`src/rtl/fetch_unit.sv`:
```
// fetch_unit: MIPS instruction fetch stage (PC, imem req/ack handshake, branch/jump redirect, imem timeout).
// Optional FETCH_PERF_CNT_EN macro adds fetch/stall performance counter outputs.
module fetch_unit #(
   parameter logic [31:0] RESET_PC       = 32'h0000_0000,
   parameter int          TIMEOUT_CYCLES = 16
) (
   input  logic        clk_i,
   input  logic        rst_i,
   input  logic        run_i,
   output logic        imem_req_o,
   output logic [31:0] imem_addr_o32,
   input  logic        imem_ack_i,
   input  logic [31:0] imem_rdata_i32,
   output logic        instr_valid_o,
   input  logic        instr_ready_i,
   output logic [31:0] instr_o32,
   output logic [5:0]  op_o6,
   output logic [31:0] pc_o32,
   output logic [31:0] pc_plus4_o32,
   input  logic        branch_taken_i,
   input  logic [15:0] branch_imm_i16,
   input  logic        jump_i,
   input  logic [25:0] jump_addr_i26,
   output logic        fetch_err_o
`ifdef FETCH_PERF_CNT_EN
   ,
   output logic [31:0] fetch_cnt_o32,
   output logic [31:0] stall_cnt_o32
`endif
);

   typedef enum logic [1:0] {
      S_IDLE,
      S_REQ,
      S_VALID,
      S_ERR
   } state_t;

   localparam logic [7:0]  TIMEOUT_LAST     = 8'(TIMEOUT_CYCLES - 1);
   localparam logic [31:0] RESET_PC_ALIGNED = {RESET_PC[31:2], 2'b00};

   state_t      state_reg, state_next;
   logic [31:0] pc_reg, pc_next;
   logic [31:0] instr_reg, instr_next;
   logic [7:0]  tmo_cnt_reg, tmo_cnt_next;

   logic [31:0] pc_plus4;
   logic [31:0] branch_off;
   logic [31:0] branch_target;
   logic [31:0] jump_target;
   logic [31:0] redirect_pc;
   logic        consume;

   assign pc_plus4      = pc_reg + 32'd4;
   assign branch_off    = {{14{branch_imm_i16[15]}}, branch_imm_i16, 2'b00};
   assign branch_target = pc_plus4 + branch_off;
   assign jump_target   = {pc_plus4[31:28], jump_addr_i26, 2'b00};
   assign consume       = (state_reg == S_VALID) && instr_ready_i;

   // Jump outranks branch when the executing stage raises both.
   always_comb begin
      redirect_pc = pc_plus4;
      if (jump_i) begin
         redirect_pc = jump_target;
      end else if (branch_taken_i) begin
         redirect_pc = branch_target;
      end
   end

   always_ff @(posedge clk_i or posedge rst_i) begin
      if (rst_i) begin
         state_reg   <= S_IDLE;
         pc_reg      <= RESET_PC_ALIGNED;
         instr_reg   <= 32'd0;
         tmo_cnt_reg <= 8'd0;
      end else begin
         state_reg   <= state_next;
         pc_reg      <= pc_next;
         instr_reg   <= instr_next;
         tmo_cnt_reg <= tmo_cnt_next;
      end
   end

   always_comb begin
      state_next   = state_reg;
      pc_next      = pc_reg;
      instr_next   = instr_reg;
      tmo_cnt_next = tmo_cnt_reg;
      case (state_reg)
         S_IDLE: begin
            tmo_cnt_next = 8'd0;
            if (run_i) begin
               state_next = S_REQ;
            end
         end
         S_REQ: begin
            // An ack in the final allowed cycle still completes the fetch.
            if (imem_ack_i) begin
               instr_next   = imem_rdata_i32;
               tmo_cnt_next = 8'd0;
               state_next   = S_VALID;
            end else if (tmo_cnt_reg == TIMEOUT_LAST) begin
               tmo_cnt_next = 8'd0;
               state_next   = S_ERR;
            end else begin
               tmo_cnt_next = tmo_cnt_reg + 8'd1;
            end
         end
         S_VALID: begin
            if (instr_ready_i) begin
               pc_next    = redirect_pc;
               state_next = run_i ? S_REQ : S_IDLE;
            end
         end
         S_ERR: begin
            state_next = S_ERR;
         end
         default: begin
            state_next = S_IDLE;
         end
      endcase
   end

   assign imem_req_o    = (state_reg == S_REQ);
   assign imem_addr_o32 = pc_reg;
   assign instr_valid_o = (state_reg == S_VALID);
   assign instr_o32     = instr_reg;
   assign op_o6         = instr_reg[31:26];
   assign pc_o32        = pc_reg;
   assign pc_plus4_o32  = pc_plus4;
   assign fetch_err_o   = (state_reg == S_ERR);

`ifdef FETCH_PERF_CNT_EN
   logic [31:0] fetch_cnt_reg;
   logic [31:0] stall_cnt_reg;
   logic        stall;

   assign stall = ((state_reg == S_VALID) && !instr_ready_i) ||
                  ((state_reg == S_REQ) && !imem_ack_i);

   always_ff @(posedge clk_i or posedge rst_i) begin
      if (rst_i) begin
         fetch_cnt_reg <= 32'd0;
         stall_cnt_reg <= 32'd0;
      end else begin
         if (consume) begin
            fetch_cnt_reg <= fetch_cnt_reg + 32'd1;
         end
         if (stall) begin
            stall_cnt_reg <= stall_cnt_reg + 32'd1;
         end
      end
   end

   assign fetch_cnt_o32 = fetch_cnt_reg;
   assign stall_cnt_o32 = stall_cnt_reg;
`else
   logic unused_consume;
   assign unused_consume = consume;
`endif

endmodule

```
`config.mk`:
```
export PLATFORM = sky130hd
export DESIGN_NAME = fetch_unit
export DESIGN_NICKNAME = d
export VERILOG_FILES = /design/src/rtl/fetch_unit.sv
export SDC_FILE = /design/constraint.sdc
export NUM_CORES = 1
export LEC_CHECK = 0
export CORE_MARGIN = 4
export CORE_UTILIZATION = 49
export CTS_BUF_LIST = sky130_fd_sc_hd__clkbuf_16
export CTS_CLUSTER_DIAMETER = 50
export CTS_CLUSTER_SIZE = 14
export DETAILED_ROUTE_END_ITERATION = 8
export GPL_TIMING_DRIVEN = 0
export MAX_ROUTING_LAYER = met4
export PLACE_DENSITY_LB_ADDON = 0.08
export SYNTH_ARGS = -nofsm -noshare
export SYNTH_HDL_FRONTEND = slang
export SYNTH_SLANG_ARGS = --single-unit
export TNS_END_PERCENT = 50
```
`constraint.sdc`:
```
create_clock -name clk_i -period 8.5 [get_ports clk_i]
set_clock_uncertainty 0.1 [all_clocks]
set_input_delay 2.55 -clock clk_i [delete_from_list [all_inputs] [get_ports clk_i]]
set_output_delay 2.55 -clock clk_i [all_outputs]
set_load 0.05 [all_outputs]
```
======== Word-level counts from Yosys, hierarchy flattened ========
Index checks and enable logic that the tools add are counted.
storage, ports and cells
  bits in registers ....................... 74
  input bits .............................. 81
  output and inout bits ................... 137
  logic and storage cells ................. 30
operators by class
  add/sub/neg operators ................... 3
  equal/unequal tests ..................... 7
  muxes and demuxes ....................... 11
  reductions and logical operators ........ 5
operators with widths
  operator                                             count
  two-way mux 32 bit                                   2
  adder 32 x 3 -> 32 bit, second input constant        1
  adder 32 bit                                         1
  two-way mux 8 bit                                    2
  case mux 8 bit (2 select lines)                      1
  adder 8 x 1 -> 8 bit, second input constant          1
  equality test 8 x 4 -> 1 bit, second input constant  1
  two-way mux 2 bit                                    4
  case mux 2 bit (4 select lines)                      1
  equality test 2 bit, second input constant           2
  AND reduction 2 bit                                  2
  != test 3 x 1 -> 1 bit, second input constant        1
  AND reduction 3 bit                                  1
  equality test 2 x 1 -> 1 bit, second input constant  1
  zero test 2 bit                                      1
  != test 2 x 1 -> 1 bit, second input constant        1
  != test 2 bit, second input constant                 1
  nonzero test 2 bit                                   1
  two-way mux 1 bit                                    1

======== Longest topological paths before layout ========
Gate-level depths: netlist of run 1.
  depth after elaboration ................. 4
  mapped depth ............................ 17
  mapped depth without buffers ............ 15

======== Least setup slack after synthesis of run 1 ========
No wires, ideal clock.
  path kind ............................... register to output
  start ................................... register pc_reg[14] (netlist: imem_addr_o32[14])
  end ..................................... output port pc_plus4_o32[30]
  data arrival time ....................... 2.774 ns
  data required time ...................... 5.850 ns
  slack ................................... 3.076 ns
  stages on the path, launching flop included .. 7
  buffers on the path ..................... 0
  path through ............................ dfrtp_1 > and4_1 > and4_1 > nand4_1 > nor2b_1 > nand3_1 > xnor2_1
between the ends
  longest elaborated chain between the ends .. 1
RTL lines
  element                   RTL line  RTL
  start: declaration        43        logic [31:0] pc_reg, pc_next;
  start signal: assignment  78        pc_reg <= pc_next;
  adder 32 x 3 -> 32 bit    54        assign pc_plus4 = pc_reg + 32'd4;
  end: declaration          19        output logic [31:0] pc_plus4_o32,
No other way between the ends.

======== Worst setup path after layout of run 1 ========
  start ................................... register pc_reg[2] (netlist: imem_addr_o32[2])
  end ..................................... output port pc_plus4_o32[30]
The elaborated chain is that of the path after synthesis.

==> summary.md, run 1 <==
* 9 — clock buffer count from CTS
* instr_o32[23] — endpoint of the worst hold-timing path
* 0.000284 V — worst IR drop on VDD
* false — unrepaired setup endpoints after global routing
* 7 — biggest fanout along the worst timing path
* 0.403 ns — Hold WS
* 5840 µm² — post-synthesis cell area
* 72.0% — final clock period utilization by the worst path
* complete, no violations — run status
* 30.8% — share of synthesized area occupied by flip-flops and latches
* 3.47 ns — data arrival time of the worst path
* dfrtp_1 — Synth Flop Type
* 0.33 ns — clk_lat worst skew
* 6.12 ns — time the worst path needs with I/O delays and setup
* 0.06 ns — Clk pin slew, worst setup/hold paths
* 13,700 µm² — area enclosed by the die boundary
* 6,037 — via count of the first global-routing pass
* 211 — Port Buffer Count
* 62 — Unique masters post-synth
* 5 — number of optimization iterations in the first detailed-route pass
* 482 nW/µm² — power per unit of standard cell area
* 2 — number of buffers on the longest clock path
* 117 µm — width of the die
* 0 — count of flip-flops with a built-in enable after synthesis
* 72 — number of clock sinks seen by CTS
* imem_addr_o32[2] — Reg-to-Reg Start
* 11.3% — share of layout cells above drive strength 1
* 100% — fraction of registers with async set or reset after synthesis
* clkbuf_16 — clock root buffer
* 4.29 ns — Worst R2R Setup Slack
* 15.8 mm — estimated wirelength of the detail-placed design
* 4.08 mW — sum of internal, switching and leakage power
* 0 — number of failing setup endpoints in the final timing report
* flop to output port — startpoint-to-endpoint class of the critical path
* done — CTS tree
* 37.7% — Global Route met1 Usage
* 3 — H-tree depth
* output port — CP endpoint kind
* 5.50% — met3 track demand over resource
* 32.4% — Max-slew headroom
* 0 — antenna violations before repair
* 6,073 — routed vias
* 8.63 µm² — average footprint of a synthesized cell
* 1 — hold-critical path depth
* 0 — post-CTS setup buffer count
* 44.7% — growth of design area from synthesis to finish
* 0 — Post-DRT Antenna Nets
* 32 — Largest register FFs
* flop — startpoint type of the worst setup path
* 19.0 µm — routed length per placed instance
* 72 — synthesis-stage register bit count
* 1.01 ns — transition time of the tightest slew-check pin
* 0 — Final Slew Violations
* 1,036 — number of placed instances with taps included
* 163 MHz — highest clock frequency the design can meet
* 46.7% — met2 track demand over resource
* 50.5% — starting utilization of the core area
* 0 — reported max-cap violation count
* 0 — Post-CTS Hold Fix Bufs
* 0 ns — Total Negative Setup Slacks
* 3.64 nW — P_leak
* 0 — number of resized instances in the post-cts repair step
* 0 — yosys synthesis warning count
* imem_addr_o32[31] — endpoint of the lowest-slack register-to-register path
* flop to flop — path category of the worst min-delay check
* 5.85 ns — Worst Path Required
* 20.0 mm — total wirelength of the detailed-routed design
* 0 — DR DRC count
* dfrtp_1 — largest area contributor in the netlist
* 0.974 — routability congestion estimate
* 117 µm — height of the chip
* 1,052 — non-filler instance count after layout
* clkdlybuf4s50_1 (211), nand2_1 (74), dfrtp_1 (72) — commonest cells after routing, fill and taps aside
* 73 — largest net degree at the start of global routing
* 0 — number of antenna cells inserted
* dfrtp_1 (31%), ha_1 (7.9%), mux2_2 (6.2%) — biggest area contributors in the synthesized netlist
* 16 — Worst Reg-to-Reg Cells
* 5.77 — mean number of vias per cell
* met2 — gr busiest metal
* instr_o32[23] — critical hold path startpoint
* 30.8% — top-area cell type share of the netlist area
* 677 — Syn Inst Count
* 11,600 µm² — Core Area
* 1,023 — post-layout net count
* 30.6 mm — global-route wire length before repair
* clkdlybuf4s50_1 — most common cell after layout, fill and taps aside
* 526 — violation count after the first detailed-routing iteration
* 218 — number of placed I/O pins
* 29.3% — total global-route track usage
* 39 — standard-cell rows
* 0 — number of hold-slack violations in the final timing report
* 0 — grt ovf
## report_power, final
group | internal [mW] | switching [mW] | total (mW) | leakage (nW)
clock | 0.228 | 0.151 | 0.378 | 0.147
combinational | 1.09 | 1.92 | 3.01 | 2.61
sequential | 0.496 | 0.187 | 0.683 | 0.878
total | 1.82 | 2.26 | 4.08 | 3.64
## synth_stat cells, drive strengths merged (10+ instances only)
master   n
a21o    17
o211ai  11
clkbuf  17
mux2    32
o21ai   56
buf     50
xnor2   33
dfrtp   72
nand3   22
nand4   11
ha      37
xor2    22
and3    13
a211oi  10
inv     14
a21oi   51
nor3    11
nand2   74
nor2    38
## layout make-up
cell class,instances,area (µm²)
fill,919,3110
clock buffer,9,225
multi-input combinational,529,3590
inverter,14,55.1
buffer,67,419
timing repair buffer,211,2110
sequential,72,1800
tap,143,179
clock inverter,7,72.6
## logic make-up (layout without fill, tap and decap cells)
logic type | Yosys count | after routing | share of synthesized area [%]
compound gates | 195 | 195 | 21.5
xor+xnor | 55 | 55 | 8.25
fa+ha+maj | 38 | 38 | 8.27
buf+inv | 81 | 308 | 8.07
flops | 72 | 72 | 30.8
mux | 37 | 37 | 7.03
other cells | 1 | 6 | 0.0642
simple gates | 198 | 198 | 16.0
## how the worst max path moves through the flow
| stage | start | to | cells after the start |
|---|---|---|---|
| floorplan | imem_addr_o32[14] | pc_plus4_o32[30] | 6 |
| global placement | branch_imm_i16[15] | imem_addr_o32[31] | 11 |
| detailed placement | branch_imm_i16[15] | imem_addr_o32[31] | 11 |
| CTS | imem_addr_o32[2] | pc_plus4_o32[30] | 8 |
| global route | imem_addr_o32[3] | pc_plus4_o32[30] | 8 |
| finish | imem_addr_o32[2] | pc_plus4_o32[30] | 8 |
## critical path, cell delays in order, from the launching register on
cell and delay, ns:
dfrtp_1 0.47, ha_1 0.25, and3_1 0.21, buf_2 0.20, nand4_1 0.26, nor2b_1 0.38, nand3_1 0.19, xnor2_1 0.31
clkdlybuf4s50_1 0.87
## metal layers
metal / part of all wire, % / up-vias
met3: 8.6 / 37
met1: 41 / 2870
met5: 0 / -
met4: 1.9 / 0
met2: 48 / 317
li1: - / 2849
## stage by stage
step	utilization [%]	area [µm²]	worst slack, ns
finish	73.1	8450	2.38
detailed placement	70.5	8150	2.43
global route	73.1	8450	2.19
CTS	73.1	8450	2.47
global placement	70.5	8150	2.51
floorplan	-	5860	3.08
(Power assumes the default switching activity.)
==> run 2: changes to the inputs <==
CORE_UTILIZATION = 41   (was 49)
clock period = 5.11 ns   (was 8.5 ns; I/O delays follow)
==> run 2 against run 1 <==
Net effect:
- sequential share of layout area fell by 0.18 points
- critical endpoint is now pc_plus4_o32[24]
- final area rose by 0.86%
- sequential power rose by 67%
- die area rose by 18%
- cell count rose by 3.7%
- largest cell class unchanged
- wire length rose by 2.3%
- critical path type unchanged
- critical path depth fell by 2
- flip-flop and latch count did not move
==> summary.md, run 2 (same netlist as run 1, synthesis figures left out) <==
* complete, no violations — run status
* 6,029 — routed vias, -0.72%
* 41.9% — starting utilization of the core area, -8.6 points
* 0 — post-CTS setup buffer count, unchanged
* 218 — number of placed I/O pins, unchanged
* done — CTS tree
* 25.2% — total global-route track usage, -4.0 points
* 9 — clock buffer count from CTS, unchanged
* 127 µm — height of the chip, +8.7%
* flop to output port — startpoint-to-endpoint class of the critical path
* clkdlybuf4s50_1 (209), nand2_1 (74), dfrtp_1 (72) — commonest cells after routing, fill and taps aside
* 1,024 — post-layout net count, +0.098%
* 0 — reported max-cap violation count, unchanged
* 3590 µm² — area used by multi-input combinational logic, unchanged
* 31.8% — Max-slew headroom, -0.62 points
* imem_addr_o32[14] — first element of the critical path
* 0.33 ns — clk_lat worst skew, about the same
* 127 µm — width of the die, +8.7%
* 18.7 µm — routed length per placed instance, -1.4%
* -0.0297 ns — Place WS, -2.46 ns
* 346 — violation count after the first detailed-routing iteration, -34%
* 43 — standard-cell rows, +10%
* flop — startpoint type of the worst setup path
* 31.6 mm — global-route wire length before repair, +3.6%
* 3 — H-tree depth, unchanged
* 32 — Largest register FFs, unchanged
* 3.67 nW — P_leak, +0.78%
* 0 — number of failing setup endpoints in the final timing report, unchanged
* 0.000442 V — worst IR drop on VDD, +55%
* clkdlybuf4s50_1 — most common cell after layout, fill and taps aside
* 0.06 ns — Clk pin slew, worst setup/hold paths, about the same
* instr_o32[0] — critical hold path startpoint
* 0.948 — routability congestion estimate, -2.7%
* 72 — number of clock sinks seen by CTS, unchanged
* 0 — Post-DRT Antenna Nets, unchanged
* 16.5 mm — estimated wirelength of the detail-placed design, +4.6%
* 0 — number of hold-slack violations in the final timing report, unchanged
* 0.150 ns — worst setup slack after layout, -2.23 ns
* 0 — DR DRC count, unchanged
* 797 nW/µm² — power per unit of standard cell area, +65%
* 39 — largest net degree at the start of global routing, -47%
* 0 — Final Slew Violations, unchanged
* 211 — Port Buffer Count, unchanged
* 2 — number of buffers on the longest clock path, unchanged
* 1 — antenna violations before repair, +1
* 4.96 ns — time the worst path needs with I/O delays and setup
* 1800 µm² — FF/Latch Area, unchanged
* 8 — biggest fanout along the worst timing path, +1
* output port — CP endpoint kind
* 0.403 ns — Hold WS, +0.000567 ns
* false — unrepaired setup endpoints after global routing
* 11.4% — share of layout cells above drive strength 1, +0.097 points
* 202 MHz — highest clock frequency the design can meet
* 16,200 µm² — area enclosed by the die boundary, +18%
* 8220 µm² — Area after DPL, +0.81%
* flop to flop — path category of the worst min-delay check
* 6.79 mW — sum of internal, switching and leakage power, +67%
* 5 — number of optimization iterations in the first detailed-route pass, unchanged
* 3.33 ns — data arrival time of the worst path, -0.14 ns
* 1,236 — Filler Cells Inserted, +34%
* 0 — grt ovf, unchanged
* 45.9% — growth of design area from synthesis to finish
* 97.1% — final clock period utilization by the worst path
* 13,900 µm² — Core Area, +20%
* 1.02 ns — transition time of the tightest slew-check pin, +0.00924 ns
* 20.4 mm — total wirelength of the detailed-routed design, +2.3%
* clkbuf_16 — clock root buffer
* 0 ns — Total Negative Setup Slacks, unchanged
* 8520 µm² — final standard cell area without fillers, +0.86%
* 5,933 — via count of the first global-routing pass, -1.7%
* 3.48 ns — Worst Path Required, -2.37 ns
* 5.53 — mean number of vias per cell, -4.3%
* imem_addr_o32[14] — Reg-to-Reg Start
[run 2: changes by cell type in the layout (fill, tap and decap cells not counted)]
cell,before,now
clkdlybuf4s50_1,211,209
dlymetal6s2s_1,0,2
buf_12,0,1
clkinv_1,0,1
clkinv_4,2,1
clkinvlp_4,1,2
diode_2,0,1
inv_1,14,13
[run 2: layout make-up]
class | count | share of cell area, %
repair buffers | 212 | 25.1
clock inverters | 7 | 0.837
clock buffers | 9 | 2.64
plain buffers | 67 | 4.92
inverters | 14 | 0.646
diodes | 1 | 0.0294
multi-input cells | 529 | 42.1
well taps | 180 | 2.64
flip-flops and latches | 72 | 21.1
[run 2: worst paths after layout]
check,endpoint,slack (ns),cells past startpoint
setup / recovery,pc_plus4_o32[24],0.15,6
hold / removal,instr_o32[0],0.40,1
setup reg to reg,imem_addr_o32[31],0.74,15
hold reg to reg,instr_o32[0],0.40,1
max in group asynchronous,instr_o32[2],2.88,3
min in group asynchronous,instr_o32[16],1.47,2
[run 2: critical path: stages, from the launching register on]
cell and delay [ns]:
dfrtp_1 0.53, and4_1 0.32, and4_1 0.27, nand4_1 0.22, nor2_1 0.31, xor2_1 0.44, clkdlybuf4s50_1 0.90
[run 2: power by group]
part / internal, mW / switching [mW] / total [mW]
combinational: 1.82 / 3.20 / 5.02
sequential: 0.825 / 0.313 / 1.14
clock: 0.378 / 0.250 / 0.628
total: 3.02 / 3.77 / 6.79
[run 2: stage by stage]
step / util [%] / cells
final: 61.2 / 1091
after floorplan: - / 682
after global placement: 58.8 / 1073
after detailed placement: 59.0 / 1074
after global routing: 61.2 / 1091
after CTS: 61.1 / 1090
[run 2: what timing repair did]
item	4_1_cts	5_1_grt
hold buffers	0	0
setup endpoints to repair	0	2
resized for setup	0	2
[run 2: routing by layer]
metal	GRT usage, %	vias up	routed length (µm)
met3	3.26	34	1290
li1	-	2862	-
met2	41.9	280	9950
met5	-	-	0
met4	7.44	0	512
met1	32.3	2853	8650
==> patch: new RTL, config.mk and constraints of run 2 <==
Set the parameter `TIMEOUT_CYCLES` to 12 (it was 16).
--- a/src/rtl/fetch_unit.sv
+++ b/src/rtl/fetch_unit.sv
@@ -2,7 +2,7 @@
 // Optional FETCH_PERF_CNT_EN macro adds fetch/stall performance counter outputs.
 module fetch_unit #(
    parameter logic [31:0] RESET_PC       = 32'h0000_0000,
-   parameter int          TIMEOUT_CYCLES = 16
+   parameter int          TIMEOUT_CYCLES = 12
 ) (
    input  logic        clk_i,
    input  logic        rst_i,
Function: same outputs for any inputs over 4 cycles, from zero or initial values and one cycle with rst_i high; that may be too few to reach the edited logic, so the function may still have changed.
==> patch against run 2 <==
  * Worst hold slack improved by 0.0024 ns
  * Core utilization fell by 0.34 points
  * Via count fell by 4.0%
  * Global-route usage shrank 1.3 points
  * Design area fell by 0.94%
  * Total power is 3.0% lower
  * Setup slack gained 0.061 ns
  * Register-to-register slack improved by 0.25 ns
  * Wire length shrank 6.5%
  * Sequential share of layout area up 0.20 points
  * Cell count decreased by 0.27%
  * Sequential cell count did not move
  * Area after synthesis shrank 0.75%
  * Largest power group unchanged
==> patch: results (changes against run 2) <==
| Metric | Value |
|---|---|
| Outcome | `finished clean` |
| Clk_lat worst skew | `0.33 ns (about the same)` |
| GR Util All Layers | `23.95% (-1.3 points)` |
| Sequential share of cell area | `21.34% (+0.20 points)` |
| Netlist cell types | `65 (+4.8%)` |
| Vias in the first global route | `5687 (-4.1%)` |
| Clock root cell | `clkbuf_16` |
| Sequential share of the synthesized area | `31.07% (+0.23 points)` |
| Non-filler cells, final | `1088 (-0.27%)` |
| Multi-In Gates | `525 (-0.76%)` |
| Synth cell count leaders | `dfrtp_1 (72), nand2_1 (66), nor2_1 (53)` |
| Initial antenna violation count | `0 (-1)` |
| Proportion of layout cells with a drive suffix above 1 | `11.89% (+0.47 points)` |
| Cell Pwr Density | `779.7 nW/um^2 (-2.1%)` |
| Max FO, Critical Path | `6 (-2)` |
| Slew @ Worst Pin | `0.8772 ns (-0.1432 ns)` |
| Global placer's final weighted congestion | `0.9468 (-0.14%)` |
| Multi-input logic area | `3530 sq um (-1.6%)` |
| Nets | `1022 (-0.20%)` |
| Pre-antenna DRT Iters | `5 (unchanged)` |
| ANT cells | `0 (-1)` |
| Buffering overhead | `30.12% (+0.14 points)` |
| FF-to-FF Start | `imem_addr_o32[2]$_DFFE_PP0P_` |
| Hpwl dp | `15530 microns (-5.9%)` |
| Largest net degree at the start of global routing | `73 (+87%)` |
| First-pass GRT wire length | `30250 microns (-4.4%)` |
| Via Count | `5786 (-4.0%)` |
| Leak Pwr | `3.679 nW (+0.28%)` |
| Worst VDD drop | `0.2998 mV (-32%)` |
| Fraction of registers with async set/reset | `100.0% (unchanged)` |
| I/O Buffers | `210 (-0.47%)` |
| Clk buf depth | `2 (unchanged)` |
| DR WL/cell | `17.53 microns (-6.3%)` |
| Buffers outside the clock class | `281 (+0.72%)` |
| Die width | `126.9 microns (-0.35%)` |
| Pre-CTS setup slack | `0.2234 ns (+0.2532 ns)` |
| Worst Min Path Start | `instr_o32[5]$_DFFE_PP0P_` |
| Clock buf/inv share | `3.423% (-0.056 points)` |
| Fillers | `1217 (-1.5%)` |
| Clkbuf count | `9 (unchanged)` |
| CP arrival | `3.27 ns (-0.06 ns)` |
| Num sequential | `72 (unchanged)` |
| Largest cells by area after synthesis | `dfrtp_1 (31%), ha_1 (8.0%), mux2_2 (6.4%), buf_4 (5.4%), xnor2_1 (5.0%)` |
| H-tree depth | `3 (unchanged)` |
| DP Area | `8147 sq um (-0.90%)` |
==> patch: worst paths after layout <==
path | to | slack, ns | cells after the start
setup / recovery | pc_plus4_o32[28] | 0.21 | 8
hold / removal | instr_o32[5]$_DFFE_PP0P_ | 0.41 | 1
setup reg to reg | imem_addr_o32[21]$_DFFE_PP0P_ | 0.99 | 16
hold reg to reg | instr_o32[5]$_DFFE_PP0P_ | 0.41 | 1
max in group asynchronous | instr_o32[16]$_DFFE_PP0P_ | 2.70 | 2
min in group asynchronous | instr_o32[4]$_DFFE_PP0P_ | 1.65 | 2
==> patch: cell families (layout without fill, tap and decap cells) <==
kind of cell	Yosys count	count (layout)	share of synthesized area, %
buffers and inverters	85	311	8.373
multiplexers	37	37	7.100
AND/OR/NAND/NOR	209	209	17.31
adder cells (fa/ha/maj)	38	38	8.330
AO/OA/AOI/OAI	179	179	19.16
other	1	6	0.06468
XOR/XNOR	56	56	8.589
flip-flops	72	72	31.07
==> patch: where the power goes <==
group          total (mW)  switching [mW]  internal (mW)
clock network       0.607           0.234          0.373
registers            1.10           0.276          0.820
logic                4.88            3.12           1.76
==> patch: repair_timing <==
item	CTS	global route
setup endpoints to repair	3	5
gates resized for setup	3	5
hold endpoints to repair	0	0
==> patch: per-layer routing <==
layer  share of wire [%]  track usage, %  up-vias
li1                    -               -     2825
met1                  44           32.07     2713
met2                  48           38.45      236
met3                 7.0           3.789       12
met4                0.92           5.363        0
met5                   0               -        -
==> patch: critical path: stages (launching register included) <==
cell and delay, ns:
dfrtp_1 0.45, ha_1 0.22, nand3_1 0.19, nor4_4 0.40, nand3_1 0.33, nor2_1 0.30, nand3_1 0.13, xnor2_1 0.33
dlygate4sd2_1 0.58
